[src/rtl/mdu_pkg.sv]
// Shared types for the iterative multiply/divide unit.
//   mdop_t      : M-extension operation in funct3 encoding
//   mdu_state_t : control FSM states
package mdu_pkg;

    localparam int unsigned MDU_DEFAULT_WIDTH = 32;

    typedef enum logic [2:0] {
        MUL    = 3'd0,
        MULH   = 3'd1,
        MULHSU = 3'd2,
        MULHU  = 3'd3,
        DIV    = 3'd4,
        DIVU   = 3'd5,
        REM    = 3'd6,
        REMU   = 3'd7
    } mdop_t;

    typedef enum logic [1:0] {
        IDLE = 2'd0,
        CALC = 2'd1,
        DONE = 2'd2
    } mdu_state_t;

endpackage

[src/rtl/mdu_step.sv]
// One iteration of the multiply/divide datapath over a 2*W accumulator.
//   acc_in  : accumulator {hi, lo}
//   opnd    : |A| for multiply (addend), |B| for divide (divisor)
//   is_div  : 1 = restoring shift-subtract, 0 = add-shift
//   acc_out : next accumulator
module mdu_step #(
    parameter int unsigned DATA_WIDTH = 32
) (
    input  logic [2*DATA_WIDTH-1:0] acc_in,
    input  logic [DATA_WIDTH-1:0]   opnd,
    input  logic                    is_div,
    output logic [2*DATA_WIDTH-1:0] acc_out
);

    localparam int unsigned W = DATA_WIDTH;

    logic [W:0] add_sum;
    logic [W:0] sh_hi;
    logic [W:0] diff;

    always_comb begin
        acc_out = '0;
        // multiply: lo holds the multiplier, LSB selects the add, then shift right
        add_sum = {1'b0, acc_in[2*W-1:W]} + (acc_in[0] ? {1'b0, opnd} : '0);
        // divide: shift partial remainder left (W+1 bits), trial subtract
        sh_hi   = acc_in[2*W-1:W-1];
        diff    = sh_hi - {1'b0, opnd};
        if (is_div) begin
            if (!diff[W]) begin
                acc_out = {diff[W-1:0], acc_in[W-2:0], 1'b1};
            end else begin
                acc_out = {sh_hi[W-1:0], acc_in[W-2:0], 1'b0};
            end
        end else begin
            acc_out = {add_sum, acc_in[W-1:1]};
        end
    end

endmodule

[src/rtl/muldiv_unit.sv]
// Iterative RISC-V M-extension multiply/divide unit, one result bit per cycle.
//   clk, rst           : clock, async active-high reset
//   flush              : synchronous abort of any operation in flight
//   in_valid/in_ready  : operation request handshake (mdop, opr_a, opr_b)
//   out_valid/out_ready: result handshake; opr_result held under backpressure
module muldiv_unit
    import mdu_pkg::*;
#(
    parameter int unsigned DATA_WIDTH = MDU_DEFAULT_WIDTH
) (
    input  logic                  clk,
    input  logic                  rst,
    input  logic                  flush,
    input  logic                  in_valid,
    output logic                  in_ready,
    input  mdop_t                 mdop,
    input  logic [DATA_WIDTH-1:0] opr_a,
    input  logic [DATA_WIDTH-1:0] opr_b,
    output logic                  out_valid,
    input  logic                  out_ready,
    output logic [DATA_WIDTH-1:0] opr_result
);

    localparam int unsigned W  = DATA_WIDTH;
    localparam int unsigned AW = 2 * DATA_WIDTH;
    localparam int unsigned CW = $clog2(DATA_WIDTH);

    mdu_state_t    state_q, state_d;
    mdop_t         op_q, op_d;
    logic [W-1:0]  opnd_q, opnd_d;
    logic [AW-1:0] acc_q, acc_d;
    logic [CW-1:0] cnt_q, cnt_d;
    logic          neg_quo_q, neg_quo_d;
    logic          neg_rem_q, neg_rem_d;
    logic [W-1:0]  res_q, res_d;
    logic          vld_q, vld_d;

    logic [AW-1:0] step_acc;

    // accept-time decode of operand signs, magnitudes and special cases
    logic          a_signed, b_signed, sa, sb;
    logic [W-1:0]  a_mag, b_mag;
    logic          div_zero, div_ovf;
    logic [W-1:0]  spec_res;

    assign a_signed = mdop inside {MULH, MULHSU, DIV, REM};
    assign b_signed = mdop inside {MULH, DIV, REM};
    assign sa       = a_signed & opr_a[W-1];
    assign sb       = b_signed & opr_b[W-1];
    assign a_mag    = sa ? -opr_a : opr_a;
    assign b_mag    = sb ? -opr_b : opr_b;
    assign div_zero = mdop[2] && (opr_b == '0);
    assign div_ovf  = (mdop == DIV || mdop == REM) &&
                      (opr_a == {1'b1, {(W-1){1'b0}}}) && (opr_b == '1);

    // mdop[1] separates REM* (6,7) from DIV* (4,5)
    always_comb begin
        spec_res = '0;
        if (div_zero) begin
            spec_res = mdop[1] ? opr_a : '1;
        end else if (div_ovf) begin
            spec_res = mdop[1] ? '0 : opr_a;
        end
    end

    mdu_step #(.DATA_WIDTH(W)) u_step (
        .acc_in  (acc_q),
        .opnd    (opnd_q),
        .is_div  (op_q[2]),
        .acc_out (step_acc)
    );

    // sign correction and result select from the final iteration
    logic [AW-1:0] prod;
    logic [W-1:0]  quo, rem, fin;

    always_comb begin
        prod = neg_quo_q ? -step_acc : step_acc;
        quo  = step_acc[W-1:0];
        rem  = step_acc[AW-1:W];
        case (op_q)
            MUL:                fin = prod[W-1:0];
            MULH, MULHSU, MULHU: fin = prod[AW-1:W];
            DIV, DIVU:          fin = neg_quo_q ? -quo : quo;
            default:            fin = neg_rem_q ? -rem : rem;
        endcase
    end

    // next-state and datapath control
    always_comb begin
        state_d   = state_q;
        op_d      = op_q;
        opnd_d    = opnd_q;
        acc_d     = acc_q;
        cnt_d     = cnt_q;
        neg_quo_d = neg_quo_q;
        neg_rem_d = neg_rem_q;
        res_d     = res_q;
        vld_d     = vld_q;
        case (state_q)
            IDLE: begin
                if (in_valid && !flush) begin
                    op_d      = mdop;
                    neg_quo_d = sa ^ sb;
                    neg_rem_d = sa;
                    if (div_zero || div_ovf) begin
                        state_d = DONE;
                        vld_d   = 1'b1;
                        res_d   = spec_res;
                    end else begin
                        state_d = CALC;
                        cnt_d   = CW'(W - 1);
                        opnd_d  = mdop[2] ? b_mag : a_mag;
                        acc_d   = {{W{1'b0}}, (mdop[2] ? a_mag : b_mag)};
                    end
                end
            end
            CALC: begin
                acc_d = step_acc;
                cnt_d = cnt_q - CW'(1);
                if (cnt_q == '0) begin
                    state_d = DONE;
                    vld_d   = 1'b1;
                    res_d   = fin;
                end
            end
            DONE: begin
                if (out_ready) begin
                    state_d = IDLE;
                    vld_d   = 1'b0;
                    res_d   = '0;
                end
            end
            default: state_d = IDLE;
        endcase
        if (flush) begin
            state_d = IDLE;
            vld_d   = 1'b0;
            res_d   = '0;
        end
    end

    always_ff @(posedge clk or posedge rst) begin
        if (rst) begin
            state_q   <= IDLE;
            op_q      <= MUL;
            opnd_q    <= '0;
            acc_q     <= '0;
            cnt_q     <= '0;
            neg_quo_q <= 1'b0;
            neg_rem_q <= 1'b0;
            res_q     <= '0;
            vld_q     <= 1'b0;
        end else begin
            state_q   <= state_d;
            op_q      <= op_d;
            opnd_q    <= opnd_d;
            acc_q     <= acc_d;
            cnt_q     <= cnt_d;
            neg_quo_q <= neg_quo_d;
            neg_rem_q <= neg_rem_d;
            res_q     <= res_d;
            vld_q     <= vld_d;
        end
    end

    assign in_ready   = (state_q == IDLE);
    assign out_valid  = vld_q;
    assign opr_result = res_q;

endmodule

[config.mk]
export PLATFORM = sky130hd
export DESIGN_NAME = muldiv_unit
export DESIGN_NICKNAME = d
export VERILOG_FILES = /design/src/rtl/mdu_pkg.sv /design/src/rtl/mdu_step.sv /design/src/rtl/muldiv_unit.sv
export SDC_FILE = /design/constraint.sdc
export NUM_CORES = 1
export LEC_CHECK = 0
export ABC_AREA = 0
export CAP_MARGIN = 20
export CORE_MARGIN = 2
export CORE_UTILIZATION = 60
export CTS_CLUSTER_SIZE = 24
export DETAILED_ROUTE_END_ITERATION = 6
export GPL_TIMING_DRIVEN = 0
export PLACE_DENSITY = 0.81
export SYNTH_ARGS = -nofsm -noshare
export SYNTH_HDL_FRONTEND = slang
export SYNTH_HIERARCHICAL = 1
export SYNTH_SLANG_ARGS = --single-unit
[constraint.sdc]
create_clock -name clk -period 6.4 [get_ports clk]
set_clock_uncertainty 0.15 [all_clocks]
set_input_delay 0.64 -clock clk [delete_from_list [all_inputs] [get_ports clk]]
set_output_delay 0.64 -clock clk [all_outputs]
set_load 0.03 [all_outputs]
# Word level (Yosys, flattened, before mapping)
# Index checks and enable logic that the tools add are counted.
# W data, S select, Z words.
# word_totals
register_bits	141
in_bits	72
# classes
mux	39
bitwise_logic	4
n_eq_ne	19
add_sub_neg	8
n_reduce_logical	22
# ops
cell	n
$mux W32	16
$mux W64	5
$pmux W32 S3	2
$neg A32 Y32	4
$pmux W64 S2	1
$eq A32 B32 Y1 const B	2
$neg A64 Y64	1
$add A32 B33 Y33	1
$sub A33 B32 Y33	1
$logic_not A32 Y1	1
$eq A3 B3 Y1 const B	4
$mux W2	5
$mux W5	2
$pmux W5 S2	1
$eq A3 B2 Y1 const B	3
$reduce_and A3 Y1	3
$reduce_bool A4 Y1	2
$eq A3 B1 Y1 const B	2
$ne A3 B2 Y1 const B	2
$ne A3 B3 Y1 const B	2
$pmux W2 S3	1
$logic_not A5 Y1	1
$mux W1	5
$reduce_and A5 Y1	1
19 further kinds	24

# Depth between registers and ports, before layout
# depth
word_depth	10
ltp_mapped	22
ltp_nobuf	21

# Cells and area by module
# Netlist, hierarchy kept.
# by_module_without_submodules
mod	n_inst	area_each_um2	cells_per_inst
muldiv_unit	1	11244.5	1409
mdu_step	1	4820.9	688

# Worst setup path before layout
# Ideal clock, no wire load.
# synth_timing
path_kind	reg-to-reg
startpoint	reg acc_q[0]
endpoint	reg res_q[19] (netlist: opr_result[19])
t_arrival_ps	5038
required_time_ps	6128
path_slack_ps	1090
path_stages_with_launch	22
period_less_slack_ps	5310
path_buffers	3
path_cell_list	dfrtp_1 > clkbuf_1 > and2_1 > ha_1 > fa_1 > a211oi_2 > o21a_1 > o21bai_1 > a21o_1 > a21o_1 > a211o_1 > nand2_1 > a21oi_1 > clkbuf_1 > or4_1 > or2_2 > clkbuf_1 > or2_2 > nor3_1 > mux2_2 > a211o_1 > a32o_1
# synth_between
elab_chain_len	9
# synth_rtl
element	line	text
from (decl)	muldiv_unit.sv:31	logic [AW-1:0] acc_q, acc_d;
from (signal assigned)	muldiv_unit.sv:148	acc_q <= '0;
from (signal assigned)	muldiv_unit.sv:158	acc_q <= acc_d;
$mux W32 *	mdu_step.sv:24	add_sum = {1'b0, acc_in[2*W-1:W]} + (acc_in[0] ? {1'b0, opnd} : '0);
$add A32 B33 Y33 *	mdu_step.sv:24	
$mux W64 *	mdu_step.sv:28	if (is_div) begin
via step_acc[41]	muldiv_unit.sv:38	logic [AW-1:0] step_acc;
$neg A64 Y64 / $neg A32 Y32 (equally long branches)	muldiv_unit.sv:78, muldiv_unit.sv:85	
$mux W64 / $mux W32 (equally long branches)	muldiv_unit.sv:78, muldiv_unit.sv:85	
$pmux W32 S3 *	muldiv_unit.sv:81	case (op_q)
$mux W32 *	muldiv_unit.sv:121	if (cnt_q == '0) begin
$pmux W32 S3 *	muldiv_unit.sv:100	case (state_q)
$mux W32 *	muldiv_unit.sv:136	if (flush) begin
to (signal assigned)	muldiv_unit.sv:162	res_q <= res_d;
to (decl)	muldiv_unit.sv:35	logic [W-1:0] res_q, res_d;
# The timed path passes the listed nets; every way through them passes the cells marked *. The select of a mux whose other input is x is not followed.
# A chain may end at the register's enable or synchronous reset.

# Worst setup path after layout
# layout_timing
startpoint	reg acc_q[31]
endpoint	reg res_q[7] (netlist: opr_result[7])
# layout_between
elab_chain_len	9
# layout_rtl
element	line	text
$sub A33 B32 Y33 *	mdu_step.sv:27	diff = sh_hi - {1'b0, opnd};
$mux W64 *	mdu_step.sv:29	if (!diff[W]) begin
$mux W64 *	mdu_step.sv:28	
via step_acc[0]	muldiv_unit.sv:38	
$neg A64 Y64 / $neg A32 Y32 (equally long branches)	muldiv_unit.sv:78, muldiv_unit.sv:84	
$mux W64 / $mux W32 (equally long branches)	muldiv_unit.sv:78, muldiv_unit.sv:84	
$pmux W32 S3 *	muldiv_unit.sv:81	
$mux W32 *	muldiv_unit.sv:121	
$pmux W32 S3 *	muldiv_unit.sv:100	
$mux W32 *	muldiv_unit.sv:136	
# Marks and branches as above.

==> run_summary.xml <==
<?xml version="1.0" encoding="UTF-8"?>
<metrics>
  <group name="status">
    <metric name="run_status" unit="">complete, but fails checks</metric>
    <metric name="violations" unit="">setup timing</metric>
  </group>
  <group name="floorplanning">
    <metric name="ioPinCount" unit="">106</metric>
    <metric name="die-width" unit="µm">168</metric>
    <metric name="coreArea" unit="mm²">0.0262</metric>
    <metric name="row_count" unit="">59</metric>
    <metric name="die_outline_area" unit="mm²">0.0281</metric>
    <metric name="die_span_in_y" unit="µm">168</metric>
    <metric name="initial_util" unit="%">61.3</metric>
  </group>
  <group name="logic_synthesis">
    <metric name="syn_inst" unit="">2097</metric>
    <metric name="post_synthesis_net_count" unit="">2245</metric>
    <metric name="async_set_or_reset_register_ratio_after_synthesis" unit="%">100</metric>
    <metric name="synth_area_per_cell" unit="µm²">7.66</metric>
    <metric name="synthDistinctLibCells" unit="">95</metric>
    <metric name="postSynthRegisterBits" unit="">141</metric>
    <metric name="synth_enable_flop_cells" unit="">0</metric>
    <metric name="dominantRegCellSynth" unit="">sky130_fd_sc_hd__dfrtp_1</metric>
    <metric name="ys.warnings.count" unit="">6</metric>
    <metric name="seq_area_frac_synth" unit="%">22.0</metric>
    <metric name="mappedNetlistArea" unit="mm²">0.0161</metric>
  </group>
  <group name="setup_path">
    <metric name="max_stage_delay" unit="ns">0.56</metric>
    <metric name="cp_cell_sequence" unit="">inv_1, ha_1, fa_1, nor2b_1, o31ai_1, a21o_2, o211ai_4, a311o_1, o211ai_4, buf_6, nor2_1, a21o_2, nor3_2, nand2_2, or3_1, clkbuf_1, clkbuf_1, o41ai_1, xor2_1, o211ai_1, a22o_1</metric>
    <metric name="critical_path.top_delay_family" unit="">compound AO/OA/AOI/OAI gates</metric>
    <metric name="worst-setup-path-type" unit="">reg -&gt; reg</metric>
    <metric name="worst_ep_required_time" unit="ns">6.57</metric>
    <metric name="critPathMaxFanout" unit="">10</metric>
    <metric name="critical_path.startpoint_type" unit="">register</metric>
    <metric name="arrival" unit="ns">6.64</metric>
    <metric name="worst_path_max_delay_cell" unit="">sky130_fd_sc_hd__o31ai_1</metric>
    <metric name="crit_buf_inv" unit="">4</metric>
    <metric name="worstSetupEndpointType" unit="">register</metric>
  </group>
  <group name="route">
    <metric name="detail_route.first_pass.iterations" unit="">7</metric>
    <metric name="average_routed_wire_per_standard_cell" unit="µm">27.0</metric>
    <metric name="route.vias.total" unit="">18500</metric>
    <metric name="residual_antenna_violating_net_count_after_detailed_routing" unit="">0</metric>
    <metric name="finalWirelength" unit="µm">69500</metric>
    <metric name="dr.first_iter.drc_count" unit="">2557</metric>
    <metric name="drt_drc_violations_left" unit="">0</metric>
    <metric name="via_per_inst" unit="">7.18</metric>
  </group>
  <group name="clocking">
    <metric name="cts.path.max_buffers" unit="">2</metric>
    <metric name="clock_network_latency_to_the_later_pin_of_the_worst_skew_pair" unit="ns">0.43</metric>
    <metric name="cts.sinks" unit="">141</metric>
    <metric name="cts_hold_repair.buffers" unit="">0</metric>
    <metric name="clk_transition_reported_paths" unit="ns">0.07</metric>
    <metric name="cts_root_cell" unit="">sky130_fd_sc_hd__clkbuf_16</metric>
    <metric name="htree_num_levels" unit="">4</metric>
    <metric name="numCtsBuffers" unit="">17</metric>
    <metric name="cts_tree" unit="">built</metric>
  </group>
  <group name="pwr">
    <metric name="p_leak" unit="nW">7.63</metric>
    <metric name="ir_worst_vdd" unit="µV">326</metric>
    <metric name="share_seq_of_total_power" unit="%">15.3</metric>
    <metric name="internal_power" unit="W">0.00448</metric>
    <metric name="switching_power" unit="W">0.00636</metric>
    <metric name="power.switching_fraction" unit="%">58.7</metric>
    <metric name="share_comb_of_total_power" unit="%">75.5</metric>
    <metric name="power.density_cell_area" unit="mW/mm²">592</metric>
    <metric name="pwr-share-clk" unit="%">9.2</metric>
  </group>
  <group name="place">
    <metric name="numPortBuffers" unit="">104</metric>
    <metric name="dpl_cell_area" unit="mm²">0.0176</metric>
    <metric name="finalWeightedCongestion" unit="">1.12</metric>
    <metric name="preCtsSetupSlack" unit="ns">-0.153</metric>
    <metric name="detailed_place_hpwl" unit="µm">54400</metric>
  </group>
  <group name="layout">
    <metric name="fin_nets" unit="">2375</metric>
    <metric name="sequential_cell_area" unit="mm²">0.00353</metric>
    <metric name="stdcell_area" unit="mm²">0.0183</metric>
    <metric name="filler_cell_count" unit="">2196</metric>
    <metric name="layout-drive-gt1-share" unit="%">9.29</metric>
    <metric name="num_antenna_cells" unit="">0</metric>
    <metric name="multi_input_area" unit="mm²">0.0118</metric>
    <metric name="areaGrowthSynthToFinish" unit="%">14.0</metric>
  </group>
  <group name="sta">
    <metric name="final-setup-viol-count" unit="">2</metric>
    <metric name="pins_over_slew_limit" unit="">0</metric>
    <metric name="timing.final.ws_setup" unit="ns">-0.0719</metric>
    <metric name="layout_worst_path_cycle_share" unit="%">101</metric>
    <metric name="worst-slew-pin-transition" unit="ns">1.08</metric>
    <metric name="finalWorstPathRequiredPeriod" unit="ns">6.47</metric>
    <metric name="timing.fmax" unit="MHz">155</metric>
    <metric name="timing.hold.ws" unit="ns">0.338</metric>
    <metric name="final_hold_viol_count" unit="">0</metric>
    <metric name="relSlewSlack" unit="%">26.9</metric>
  </group>
  <group name="grt">
    <metric name="grt_start_max_net_pins" unit="">102</metric>
    <metric name="global_route.usage.total" unit="%">48.3</metric>
    <metric name="grt_ovf" unit="">0</metric>
    <metric name="grt_pass1_wl" unit="µm">103000</metric>
    <metric name="number_of_antenna_violations_at_the_first_check_in_global_routing" unit="">1</metric>
    <metric name="grt_pass1_vias" unit="">17400</metric>
  </group>
  <group name="worst_hold_path">
    <metric name="hp-class" unit="">reg -&gt; reg</metric>
  </group>
  <group name="run">
    <metric name="max_cap_viol_count" unit="">0</metric>
  </group>
</metrics>
==> registers in the layout, indices dropped and copies added (netlist names) <==
| name | flops |
|---|---|
| state_q | 2 |
| out_valid | 1 |
| cnt_q | 5 |
| neg_rem_q | 1 |
| neg_quo_q | 1 |
| acc_q | 64 |
| op_q | 3 |
| opnd_q | 32 |
| opr_result | 32 |
==> metrics by stage <==
step           utilization, %  total power, W  instances  TNS, ns
6_report                 69.9          0.0108       2574   -0.113
5_1_grt                  69.9          0.0112       2574  -0.0413
4_1_cts                  69.3          0.0102       2569        0
3_5_place_dp             67.0         0.00912       2538   -0.423
3_3_place_gp             66.9         0.00900       2536   -20.02
2_1_floorplan               -         0.00664       2097        0
==> power by group through the flow <==
stage,Combinational [W],Sequential [W],Clock (W)
CTS,0.00759,0.00162,0.000981
floorplan,0.00509,0.00156,0
global route,0.00854,0.00167,0.00102
detailed placement,0.00749,0.00163,0
finish,0.00818,0.00165,0.00100
global placement,0.00738,0.00162,0
==> what timing repair did <==
action / in CTS / in global routing
pin swaps: 1 / 3
setup buffers: 0 / 2
setup endpoints to repair: 4 / 25
resized for setup: 8 / 33
==> logic make-up after synthesis <==
| kind of cell | count (synthesis) | share of synthesized area (%) |
|---|---|---|
| and+or+nand+nor | 733 | 22.3 |
| adders and majority gates | 76 | 6.01 |
| AOI/OAI and AO/OA | 665 | 28.0 |
| muxes | 98 | 6.49 |
| xor gates and xnor gates | 174 | 9.49 |
| DFF | 141 | 22.0 |
| buffers and inverters | 210 | 5.69 |
==> final cells by class <==
type / instances / share of cell area (%)
well taps: 335 / 2.29
clock buffers: 20 / 2.44
flip-flops and latches: 141 / 19.3
plain buffers: 143 / 3.65
multi-input cells: 1746 / 64.3
clock inverters: 11 / 0.594
repair buffers: 111 / 6.03
inverters: 67 / 1.40
==> routing by layer <==
metal,GRT usage (%),up-vias,part of all wire [%]
li1,-,7992,-
met1,57.1,8571,35
met2,75.6,1521,43
met3,15.8,399,14
met4,31.1,2,8.5
met5,0.522,-,0.012
==> cells in the mapped netlist, drive strengths merged (29+ instances only) <==
library cell / n / area [µm²]
nand4: 30 / 188
ha: 74 / 926
dfrtp: 141 / 3530
o31ai: 36 / 270
a21o: 37 / 278
inv: 66 / 248
nor2: 152 / 571
nand3: 66 / 330
nand2: 238 / 896
o211ai: 29 / 245
xnor2: 87 / 762
mux2: 49 / 552
a21oi: 158 / 828
clkbuf: 93 / 352
nor3: 50 / 250
and2: 39 / 244
o21ai: 165 / 833
xor2: 87 / 762
buf: 50 / 310
mux2i: 49 / 490
nor4: 34 / 243
==> path summary, 6_finish.rpt <==
check | endpoint | startpoint | slack [ns] | cells after the start
worst max-delay path | opr_result[7] | acc_q[31] | -0.07 | 21
worst min-delay path | opr_result[27] | opr_result[27] | 0.34 | 2
worst max register to register | opr_result[7] | acc_q[31] | -0.07 | 21
worst min register to register | opr_result[27] | opr_result[27] | 0.34 | 2
max in group asynchronous | acc_q[0] | rst | 4.82 | 3
min in group asynchronous | opr_result[0] | rst | 0.45 | 2
==> worst reg2reg max path: stages (launching register included) <==
cell	delay (ns)
sky130_fd_sc_hd__dfrtp_1	0.41
sky130_fd_sc_hd__inv_1	0.12
sky130_fd_sc_hd__ha_1	0.22
sky130_fd_sc_hd__fa_1	0.23
sky130_fd_sc_hd__nor2b_1	0.08
sky130_fd_sc_hd__o31ai_1	0.56
sky130_fd_sc_hd__a21o_2	0.31
sky130_fd_sc_hd__o211ai_4	0.17
sky130_fd_sc_hd__a311o_1	0.34
sky130_fd_sc_hd__o211ai_4	0.12
sky130_fd_sc_hd__buf_6	0.23
sky130_fd_sc_hd__nor2_1	0.19
sky130_fd_sc_hd__a21o_2	0.36
sky130_fd_sc_hd__nor3_2	0.31
sky130_fd_sc_hd__nand2_2	0.25
sky130_fd_sc_hd__or3_1	0.42
sky130_fd_sc_hd__clkbuf_1	0.21
sky130_fd_sc_hd__clkbuf_1	0.33
sky130_fd_sc_hd__o41ai_1	0.50
sky130_fd_sc_hd__xor2_1	0.40
sky130_fd_sc_hd__o211ai_1	0.19
sky130_fd_sc_hd__a22o_1	0.24
==> cells in the final DEF (no fill, tap or decap), types with 18 or more instances in the layout <==
cell type and instances:
sky130_fd_sc_hd__or3_1 22, sky130_fd_sc_hd__o21ai_0 141, sky130_fd_sc_hd__xor2_1 87, sky130_fd_sc_hd__a32o_1 18, sky130_fd_sc_hd__a21oi_1 148, sky130_fd_sc_hd__mux2_2 48, sky130_fd_sc_hd__and2_1 39, sky130_fd_sc_hd__xnor2_1 86
sky130_fd_sc_hd__nor4_1 27, sky130_fd_sc_hd__o31ai_1 36, sky130_fd_sc_hd__nand4_1 30, sky130_fd_sc_hd__a21o_1 35, sky130_fd_sc_hd__o21a_1 22, sky130_fd_sc_hd__nand2_1 236, sky130_fd_sc_hd__o41ai_1 22, sky130_fd_sc_hd__o211ai_1 27
sky130_fd_sc_hd__mux2i_1 49, sky130_fd_sc_hd__a211oi_1 19, sky130_fd_sc_hd__clkbuf_1 90, sky130_fd_sc_hd__nor3_1 46, sky130_fd_sc_hd__dfrtp_1 140, sky130_fd_sc_hd__nand3_1 63, sky130_fd_sc_hd__buf_2 32, sky130_fd_sc_hd__inv_1 64
sky130_fd_sc_hd__o21ai_1 22, sky130_fd_sc_hd__a31oi_1 27, sky130_fd_sc_hd__nor2_1 152, sky130_fd_sc_hd__clkdlybuf4s50_1 104, sky130_fd_sc_hd__ha_1 74
(Power assumes the default switching activity.)
